[config.mk]
export PLATFORM = sky130hd
export DESIGN_NAME = b4to2_rr_encoder
export DESIGN_NICKNAME = d
export VERILOG_FILES = /design/src/rtl/b4to2_rr_encoder.sv
export SDC_FILE = /design/constraint.sdc
export NUM_CORES = 1
export LEC_CHECK = 0
export ABC_CLOCK_PERIOD_IN_PS = 2300
export CAP_MARGIN = 20
export CORE_MARGIN = 3
export CORE_UTILIZATION = 45
export CTS_BUF_LIST = sky130_fd_sc_hd__clkbuf_4
export DETAILED_ROUTE_END_ITERATION = 8
export PLACE_DENSITY_LB_ADDON = 0.08
export SLEW_MARGIN = 20
export SYNTH_ARGS = -nofsm -noshare
export SYNTH_HDL_FRONTEND = slang
export SYNTH_SLANG_ARGS = --single-unit
[constraint.sdc]
create_clock -name clock -period 2.3 [get_ports clock]
set_clock_uncertainty 0.1 [all_clocks]
set_input_delay 0.345 -clock clock [delete_from_list [all_inputs] [get_ports clock]]
set_output_delay 0.345 -clock clock [all_outputs]
set_load 0.005 [all_outputs]
[src/rtl/b4to2_rr_encoder.sv]
// Registered 4-to-2 request encoder with round-robin arbitration and a valid/ack handshake.
// z1_z0/v drive a 2-to-4 enable decoder directly: code to select, valid to enable.
module b4to2_rr_encoder (
  input  logic       clock,
  input  logic       reset_,
  input  logic [3:0] r3_r0,
  input  logic       ack,
  output logic [1:0] z1_z0,
  output logic       v,
  output logic [3:0] p3_p0
);

  typedef enum logic {
    IDLE  = 1'b0,
    OFFER = 1'b1
  } state_t;

  state_t     state_reg;
  logic [1:0] last_reg;
  logic [1:0] z_reg;
  logic       v_reg;
  logic [3:0] p_reg;

  logic       accept;
  logic [3:0] clr;
  logic [3:0] p_next;
  logic [3:0] rot;
  logic [1:0] off;
  logic [1:0] sel_idx;
  logic       any_pend;

  assign accept   = (state_reg == OFFER) && ack;
  assign any_pend = |p_reg;

  // rot[k] is the pending bit at search position k, i.e. line last+1+k (mod 4).
  // A new request on the line being cleared wins, so OR-in happens after the clear.
  generate
    for (genvar gi = 0; gi < 4; gi++) begin : g_line
      logic [1:0] src_idx;
      assign src_idx     = last_reg + 2'(gi + 1);
      assign rot[gi]     = p_reg[src_idx];
      assign clr[gi]     = accept && (z_reg == 2'(gi));
      assign p_next[gi]  = (p_reg[gi] & ~clr[gi]) | r3_r0[gi];
    end
  endgenerate

  always_comb begin
    off = 2'd0;
    if (rot[0])      off = 2'd0;
    else if (rot[1]) off = 2'd1;
    else if (rot[2]) off = 2'd2;
    else if (rot[3]) off = 2'd3;
  end

  assign sel_idx = last_reg + 2'd1 + off;

  always_ff @(posedge clock or negedge reset_) begin
    if (!reset_) begin
      state_reg <= IDLE;
      last_reg  <= 2'b11;
      z_reg     <= 2'b00;
      v_reg     <= 1'b0;
      p_reg     <= 4'b0000;
    end else begin
      p_reg <= p_next;
      case (state_reg)
        IDLE: begin
          // Selection sees only the registered pending set, not this edge's requests.
          if (any_pend) begin
            z_reg     <= sel_idx;
            v_reg     <= 1'b1;
            state_reg <= OFFER;
          end
        end
        OFFER: begin
          if (ack) begin
            last_reg  <= z_reg;
            v_reg     <= 1'b0;
            state_reg <= IDLE;
          end
        end
        default: begin
          state_reg <= IDLE;
          v_reg     <= 1'b0;
        end
      endcase
    end
  end

  assign z1_z0 = z_reg;
  assign v     = v_reg;
  assign p3_p0 = p_reg;

endmodule

== Word-level counts from Yosys, hierarchy flattened ==
Cells that the tools add are included.

* Reduce and logical (&&, ||, !) cells: 10
* Bitwise operators: 13
* Equality and inequality tests: 5
* Add/sub/neg operators: 4
* Magnitude comparators: 4
* Mux-type cells: 18

{| class="wikitable"
|+ Operators by type and width
! operator !! number
|-
| 2-bit by 3-bit < comparator with 1-bit output (second input constant) || 4
|-
| 1-bit binary-select mux with 2-bit select || 4
|-
| 1-bit 2-to-1 mux || 8
|-
| 2-bit 2-to-1 mux || 4
|-
| 2-bit AND reduction || 3
|-
| 1-bit logical AND || 5
|-
| 1-bit inverter || 5
|-
| 2-bit adder (second input constant) || 2
|-
| 1-bit AND || 4
|-
| 2-bit == test (second input constant) || 2
|-
| 2-bit != test (second input constant) || 2
|-
| 1-bit bitwise OR || 4
|-
| 1-bit case mux with 2 select lines || 2
|-
| 4-bit OR reduction || 1
|-
| 2-bit by 1-bit adder with 2-bit output (second input constant) || 1
|-
| 2-bit adder || 1
|-
| 2-bit by 1-bit == test with 1-bit output (second input constant) || 1
|-
| 2-bit logical NOT || 1
|}

* Input bits: 7
* Flip-flop bits (word level): 10
* Output and inout port bits: 7

== Depth between registers and ports, before layout ==
Gate-level depths: netlist (run 1).

* Depth in word-level cells: 7
* Gate-level depth with buffers: 10

== Least setup slack after synthesis (run 1) ==
Ideal clock, no wire load.

* Path kind: flip-flop to flip-flop
* Start point: register last_reg[1]
* End point: register z_reg[1] (netlist: z1_z0[1])
* Data required time: 2069 ps
* Period minus slack after synthesis: 2196 ps
* Stages on the path, launching flop included: 11
* Arrival: 1965 ps
* Setup slack: 104 ps
* Path through: dfstp_2 -> buf_2 -> nand2b_1 -> a21oi_1 -> o21ai_1 -> o21a_1 -> ha_1 -> xnor3_1 -> or3b_1 -> a31oi_1 -> or3_1

* Word-level cells in the longest chain between the ends: 7
* Elaborated cells between the ends (all ways): 16

{| class="wikitable"
|+ RTL lines
! item !! RTL line !! text
|-
| from (decl) || 19 || <nowiki>logic [1:0] last_reg;</nowiki>
|-
| from (signal assigned) || 77 || <nowiki>last_reg <= z_reg;</nowiki>
|-
| 2-bit adder or 1-bit binary-select mux with 2-bit select (tied branches) || 40, 41 ||
|-
| 1-bit binary-select mux with 2-bit select or 1-bit 2-to-1 mux (tied branches) || 41 || <nowiki>assign rot[gi] = p_reg[src_idx];</nowiki>
|-
| 1-bit 2-to-1 mux (implied by the code) or 2-bit 2-to-1 mux (tied branches) || 41, 52 ||
|-
| 2-bit 2-to-1 mux || 51 || <nowiki>else if (rot[2]) off = 2'd2;</nowiki>
|-
| 2-bit 2-to-1 mux || 50 || <nowiki>else if (rot[1]) off = 2'd1;</nowiki>
|-
| 2-bit 2-to-1 mux || 49 || <nowiki>if (rot[0]) off = 2'd0;</nowiki>
|-
| 2-bit adder * || 55 || <nowiki>assign sel_idx = last_reg + 2'd1 + off;</nowiki>
|-
| to (signal assigned) || 70 || <nowiki>z_reg <= sel_idx;</nowiki>
|-
| to (decl) || 20 || <nowiki>logic [1:0] z_reg;</nowiki>
|}

Mark *: on every way between the ends. The rest lies on a longest branch, timed or not. The select of a mux whose other input is x is not followed.
A chain may end at the register's enable or synchronous reset.

== Final worst setup path (run 1) ==
* Start point: register p_reg[2] (netlist: p3_p0[2])
* End point: register z_reg[1] (netlist: z1_z0[1])

* Word-level cells in the longest chain between the ends: 7
* Elaborated cells between the ends (all ways): 15

{| class="wikitable"
|+ RTL lines
! item !! RTL line !! text
|-
| from (decl) || 22 || <nowiki>logic [3:0] p_reg;</nowiki>
|-
| from (signal assigned) || 65 || <nowiki>p_reg <= p_next;</nowiki>
|-
| 1-bit binary-select mux with 2-bit select || 41 ||
|-
| 1-bit 2-to-1 mux (implied by the code) || 41 ||
|-
| 2-bit 2-to-1 mux || 52 || <nowiki>else if (rot[3]) off = 2'd3;</nowiki>
|-
| 2-bit 2-to-1 mux || 51 ||
|-
| 2-bit 2-to-1 mux || 50 ||
|-
| 2-bit 2-to-1 mux || 49 ||
|-
| 2-bit adder || 55 ||
|}

Parallel ways exist; a longest one is shown, timed or not. The select of a mux whose other input is x is not followed.

==> qor.yml, run 1 <==
timing:
  timing.final.crit_share: 0.9345
  tns_ns: 0
  worst_pin_slew_ns: 0.4570
  fin_crit_ns: 2.149
  setup_violations: 0
  rsz0062_at_grt: "false"
  maxSlewHeadroom: 0.6944
  finalHoldViolCount: 0
  fmax_mhz: 465.3
  maxSlewViolCount: 0
setup_path:
  arrival_ns: 2.19
  setup.worst_path.start: "p3_p0[2]$_DFF_PN0_"
  crit_path_start_kind: "register"
  rr_startpoint: "p3_p0[2]$_DFF_PN0_"
  path_class: "reg -> reg"
  required_ns: 2.34
  r2r_slack_ns: 0.15
  endpoint_kind: "register"
  cp_max_fo: 9
die:
  num_rows: 13
  initial_utilization: 0.4944
  io_pins: 14
  die_height_um: 44.28
  dieArea_um2: 1961
  die_w_um: 44.28
  placeableCoreArea_um2: 1334
cells_and_area:
  postLayoutCellArea_um2: 849.6
  drive_gt1_frac: 0.2262
  nets: 93
  layoutNonFillerInstCount: 99
  largest_reg_flops: 4
  diodes: 0
  synthToLayoutAreaGrowth_pct: 28.84
clock_network:
  tritoncts: "yes"
  cts_hold_buf: 0
  h-tree-depth: 1
  cts_sinks: 10
  cts_buffers: 3
  clk_pin_slew_ns: 0.07
  cts-root-buf: "clkbuf_4"
  clockBufferDepth: 2
  clkLatencyLatePin_ns: 0.26
global_routing:
  antenna_found_initial: 0
  grt-ovfl-total: 0
  grt_max_degree: 11
  grt_usage: 0.1699
  grt_pass1_wl_um: 2373
  grt_pass1_vias: 534
place:
  placed_cells: 95
  gp_congestion: 0.7700
  io_buffers: 13
  dp_hpwl_um: 1023
  placement.cell_area_um2: 822.0
logic_synthesis:
  synth_area_um2: 659.4
  syn_inst: 65
  synth.avg_cell_area_um2: 10.14
  syn-num-nets: 73
  ys_ff_latch: 10
  synthDistinctLibCells: 38
  yosysWarnings: 0
  yosysSeqAreaShare: 0.3833
outcome:
  outcome: "finished clean"
power:
  leakage_nw: 0.3590
  vdd_drop_max_mv: 0.4891
  powerDensity_nw_per_um2: 902.3
route:
  drtPass1Iterations: 3
  via_count: 517
  wl_per_cell_um: 13.70
  avgViaCountPerCell: 5.222
  ant_nets: 0
  routed_wl_um: 1356
  drc: 0
  drt_iter0_markers: 12
flow_run:
  drv_cap: 0
hold_path:
  hold_class: "in -> async"
## cell families (layout without fill, tap and decap cells)
kind of cell             after synthesis  count (layout)  synth area share
buffers and inverters                  5              24           0.05311
multiplexers                           2               2           0.03226
flip-flops                            10              10            0.3833
adder cells (fa/ha/maj)                1               1           0.01897
AND/OR/NAND/NOR                       32              32            0.3207
XOR/XNOR                               1               1           0.03415
AO/OA/AOI/OAI                         14              14            0.1575
## path summary, 6_finish.rpt
| kind | end | cells after the start |
|---|---|---|
| setup / recovery | z1_z0[1]$_DFFE_PN0P_ | 9 |
| hold / removal | p3_p0[3]$_DFF_PN0_ | 1 |
| setup reg to reg | z1_z0[1]$_DFFE_PN0P_ | 9 |
| hold reg to reg | last_reg[0]$_DFFE_PN1P_ | 2 |
| max in group asynchronous | last_reg[1]$_DFFE_PN1P_ | 1 |
| min in group clock | last_reg[0]$_DFFE_PN1P_ | 2 |
## through the flow
stage          setup WS (ns)  utilization  power [mW]  hold slack (ns)
2_1_floorplan         0.1037            -      0.5038         -0.05059
3_3_place_gp          0.1457       0.6163      0.6444           0.3796
3_5_place_dp          0.1421       0.6163      0.6465           0.3911
4_1_cts               0.1221       0.6360      0.7745           0.3039
5_1_grt              0.04021       0.6370      0.8285           0.3061
6_report              0.1507       0.6370      0.7666           0.2932
## area by class of cell
class                      instances  area (um^2)
inverter                           1        3.754
tap                               15        18.77
multi-input combinational         50        371.6
clock inverter                     1        3.754
sequential                        10        254.0
fill                             125        484.2
timing repair buffer              19        175.2
clock buffer                       3        22.52
## cell usage after synthesis
cell / n / area (um^2)
dfrtp_1: 8 / 200.2
nand2_1: 6 / 22.52
nand2b_1: 4 / 25.02
nor2_1: 4 / 15.01
and2b_2: 2 / 17.52
buf_4: 2 / 15.01
dfstp_2: 2 / 52.55
nand3_1: 2 / 10.01
nor3_1: 2 / 10.01
nor3b_1: 2 / 15.01
o21a_1: 2 / 15.01
o21ai_0: 2 / 10.01
o21ai_1: 2 / 10.01
a21o_1: 1 / 7.510
a21oi_1: 1 / 5.000
a2bb2oi_1: 1 / 8.760
a31oi_1: 1 / 6.260
and2b_1: 1 / 7.510
and3b_1: 1 / 8.760
and3b_2: 1 / 10.01
and4_1: 1 / 8.760
buf_2: 1 / 5.000
buf_6: 1 / 11.26
ha_1: 1 / 12.51
inv_1: 1 / 3.750
mux2_1: 1 / 11.26
mux2i_1: 1 / 10.01
nand4_1: 1 / 6.260
nor2b_1: 1 / 6.260
nor3b_2: 1 / 12.51
nor4_4: 1 / 21.27
o21ai_2: 1 / 8.760
o21ai_4: 1 / 16.27
o221ai_1: 1 / 8.760
o31ai_1: 1 / 7.510
or3_1: 1 / 6.260
or3b_1: 1 / 8.760
xnor3_1: 1 / 22.52
## repair_timing
| item | in CTS | in global routing |
|---|---|---|
| setup endpoints to repair | 0 | 1 |
| setup buffers | 0 | 0 |
| resized for setup | 0 | 1 |
## power breakdown
| part | switching [mW] | internal, mW |
|---|---|---|
| Sequential | 0.0640 | 0.232 |
| Combinational | 0.136 | 0.210 |
| Clock | 0.0621 | 0.0627 |
## layer usage
metal  track usage  wire length, um
met3       0.01220               27
met5             0                0
met1        0.2296              657
met2        0.2616              657
met4        0.1084               14
## worst max-delay path, cell delays in order, from the launching register on
cell	delay (ns)
dfrtp_2	0.46
nor2_1	0.11
a2bb2oi_1	0.17
o221ai_1	0.12
o21a_1	0.12
ha_1	0.18
xnor3_1	0.21
nor3_1	0.05
and4_1	0.20
or3_1	0.32
## cell usage in the layout (no fill, tap or decap), types with 2 or more instances in the layout
master           instances
clkdlybuf4s50_1         13
dfrtp_1                  7
nand2_1                  6
buf_4                    6
nand2b_1                 4
nor2_1                   4
clkbuf_4                 3
o21ai_1                  2
o21a_1                   2
nand3_1                  2
o21ai_0                  2
nor3b_1                  2
and2b_2                  2
nor3_1                   2
dfstp_2                  2
Power figures use the tool's default switching activity.
==> run 2: changes to the inputs <==
--- a/config.mk
+++ b/config.mk
@@ -12,6 +12,7 @@
 export CTS_BUF_LIST = sky130_fd_sc_hd__clkbuf_4
 export DETAILED_ROUTE_END_ITERATION = 8
 export PLACE_DENSITY_LB_ADDON = 0.08
+export SETUP_SLACK_MARGIN = 0.15
 export SLEW_MARGIN = 20
 export SYNTH_ARGS = -nofsm -noshare
 export SYNTH_HDL_FRONTEND = slang
==> run 2 against run 1 <==
  * Non-clock buffer count stayed put
  * Count of clock-buffer cells in the layout stayed put
  * Routed wire length is 3.5% higher
  * First-iteration DRC count stayed put
  * Highest routed layer unchanged
  * Critical path depth stayed put
  * Clock power is 5% lower
  * Sequential power is 1% higher
  * Setup slack worse by 0.017 ns
  * Combinational power is 5.8% higher
==> qor.yml, run 2 (synthesis gave the netlist of run 1 again) <==
outcome:
  outcome: "finished clean"
global_routing:
  grt_usage: 0.1751
  grt-ovfl-total: 0
  antenna_found_initial: 0
  grt_max_degree: 11
  grt_pass1_wl_um: 2477
  grt_pass1_vias: 556
route:
  via_count: 536
  ant_nets: 0
  routed_wl_um: 1404
  wl_per_cell_um: 14.18
  avgViaCountPerCell: 5.414
  drtPass1Iterations: 4
  drt_iter0_markers: 12
  drc: 0
clock_network:
  clockBufferDepth: 2
  h-tree-depth: 1
  clkLatencyLatePin_ns: 0.26
  cts_sinks: 10
  cts-root-buf: "clkbuf_4"
  tritoncts: "yes"
  clk_pin_slew_ns: 0.06
  cts_buffers: 3
timing:
  timing.final.crit_share: 0.9420
  maxSlewHeadroom: 0.7014
  fin_crit_ns: 2.167
  maxSlewViolCount: 0
  fmax_mhz: 461.5
  finalHoldViolCount: 0
  setup_violations: 0
  rsz0062_at_grt: "true"
  tns_ns: 0
  worst_pin_slew_ns: 0.4465
cells_and_area:
  final_common_cell: "clkdlybuf4s50_1"
  nets: 93
  drive_gt1_frac: 0.2619
  postLayoutCellArea_um2: 865.8
  layout_common_cells: "13 x clkdlybuf4s50_1, 7 x dfrtp_1, 6 x nand2_1, 6 x buf_4"
  largest_reg_flops: 4
  synthToLayoutAreaGrowth_pct: 31.31
  diodes: 0
setup_path:
  cp-endpoint: "z1_z0[1]$_DFFE_PN0P_"
  crit_slowest_cell: "dfstp_2"
  cp_max_fo: 4
  r2r_end: "z1_z0[1]$_DFFE_PN0P_"
  arrival_ns: 2.21
  cp_cell_sequence: "nand2b_4, a21oi_1, o21ai_1, o21a_1, ha_1, xnor3_1, or3b_1, a31oi_1, or3_1"
  rr_startpoint: "last_reg[1]$_DFFE_PN1P_"
  required_ns: 2.34
  r2r_slack_ns: 0.13
  path_class: "reg -> reg"
  endpoint_kind: "register"
  critPathMaxStageDelay_ns: 0.57
  setup.worst_path.start: "last_reg[1]$_DFFE_PN1P_"
  r2r_cells: 9
  crit_path_start_kind: "register"
die:
  die_height_um: 44.28
  placeableCoreArea_um2: 1334
  io_pins: 14
  num_rows: 13
  dieArea_um2: 1961
  die_w_um: 44.28
  initial_utilization: 0.4944
place:
  gp_congestion: 0.7983
  io_buffers: 13
  dp_hpwl_um: 1163
  placement.cell_area_um2: 814.5
power:
  seqPwrFrac: 0.383
  comb_power_share: 0.466
  vdd_drop_max_mv: 0.5956
  power_frac_clock: 0.151
  p_switching_uw: 267.7
  p_int_uw: 515.6
  powerDensity_nw_per_um2: 904.7
  netSwitchingFraction: 0.3417
  leakage_nw: 0.3634
hold_path:
  hold_class: "in -> async"
flow_run:
  drv_cap: 0
-- run 2: cell counts in the layout (fill, tap and decap cells not counted) --
Identical to the previous run, type by type.
-- run 2: critical path: cells and delay by family, from the launching register on --
family / cells / cell delay, ns
XOR/XNOR: 1 / 0.23
flip-flops: 1 / 0.57
adder cells (fa/ha/maj): 1 / 0.14
AND/OR/NAND/NOR: 3 / 0.64
AO/OA/AOI/OAI: 4 / 0.37
-- run 2: power by group through the flow --
stage	Clock, mW	Combinational [mW]	Sequential, mW
after global routing	0.135	0.398	0.311
final	0.119	0.365	0.300
after global placement	0	0.341	0.295
after detailed placement	0	0.353	0.296
after floorplan	0	0.225	0.288
after CTS	0.126	0.357	0.296
-- run 2: how the worst min path moves through the flow --
stage	from	to	cells past startpoint
after floorplan	reset_	p3_p0[0]$_DFF_PN0_	0
after global placement	v$_DFFE_PN0P_	v$_DFFE_PN0P_	1
after detailed placement	v$_DFFE_PN0P_	v$_DFFE_PN0P_	1
after CTS	reset_	z1_z0[1]$_DFFE_PN0P_	1
after global routing	reset_	z1_z0[1]$_DFFE_PN0P_	1
final	reset_	z1_z0[1]$_DFFE_PN0P_	1
-- run 2: timing repair --
item                                    in CTS  in global routing
hold buffers                                 0                  0
gates resized for setup                      2                  2
endpoints found under the setup margin       1                  1
setup buffers                                0                  1
endpoints found under the hold margin        0                  0
-- run 2: layer usage --
| layer | track usage | routed length [um] |
|---|---|---|
| met1 | 0.2148 | 627 |
| met4 | 0.05422 | 6 |
| met5 | 0 | 0 |
| met3 | 0.04878 | 44 |
| met2 | 0.2965 | 725 |
-- run 2: area by class of cell --
type | instances | area (um^2)
clock buffers | 3 | 22.52
clock inverters | 1 | 3.754
fillers | 116 | 467.9
inverters | 1 | 3.754
multi-input cells | 50 | 387.9
flip-flops and latches | 10 | 254.0
well taps | 15 | 18.77
repair buffers | 19 | 175.2
-- run 2: per-stage QoR --
stage	hold WS (ns)	power (mW)	setup slack [ns]	instances	utilization
2_1_floorplan	-0.05059	0.5137	0.1598	65	-
3_3_place_gp	0.3737	0.6360	0.2254	94	0.6107
3_5_place_dp	0.3788	0.6486	0.1202	94	0.6107
4_1_cts	0.3071	0.7789	0.1361	98	0.6360
5_1_grt	0.3051	0.8433	0.03271	99	0.6492
6_report	0.2957	0.7834	0.1333	99	0.6492
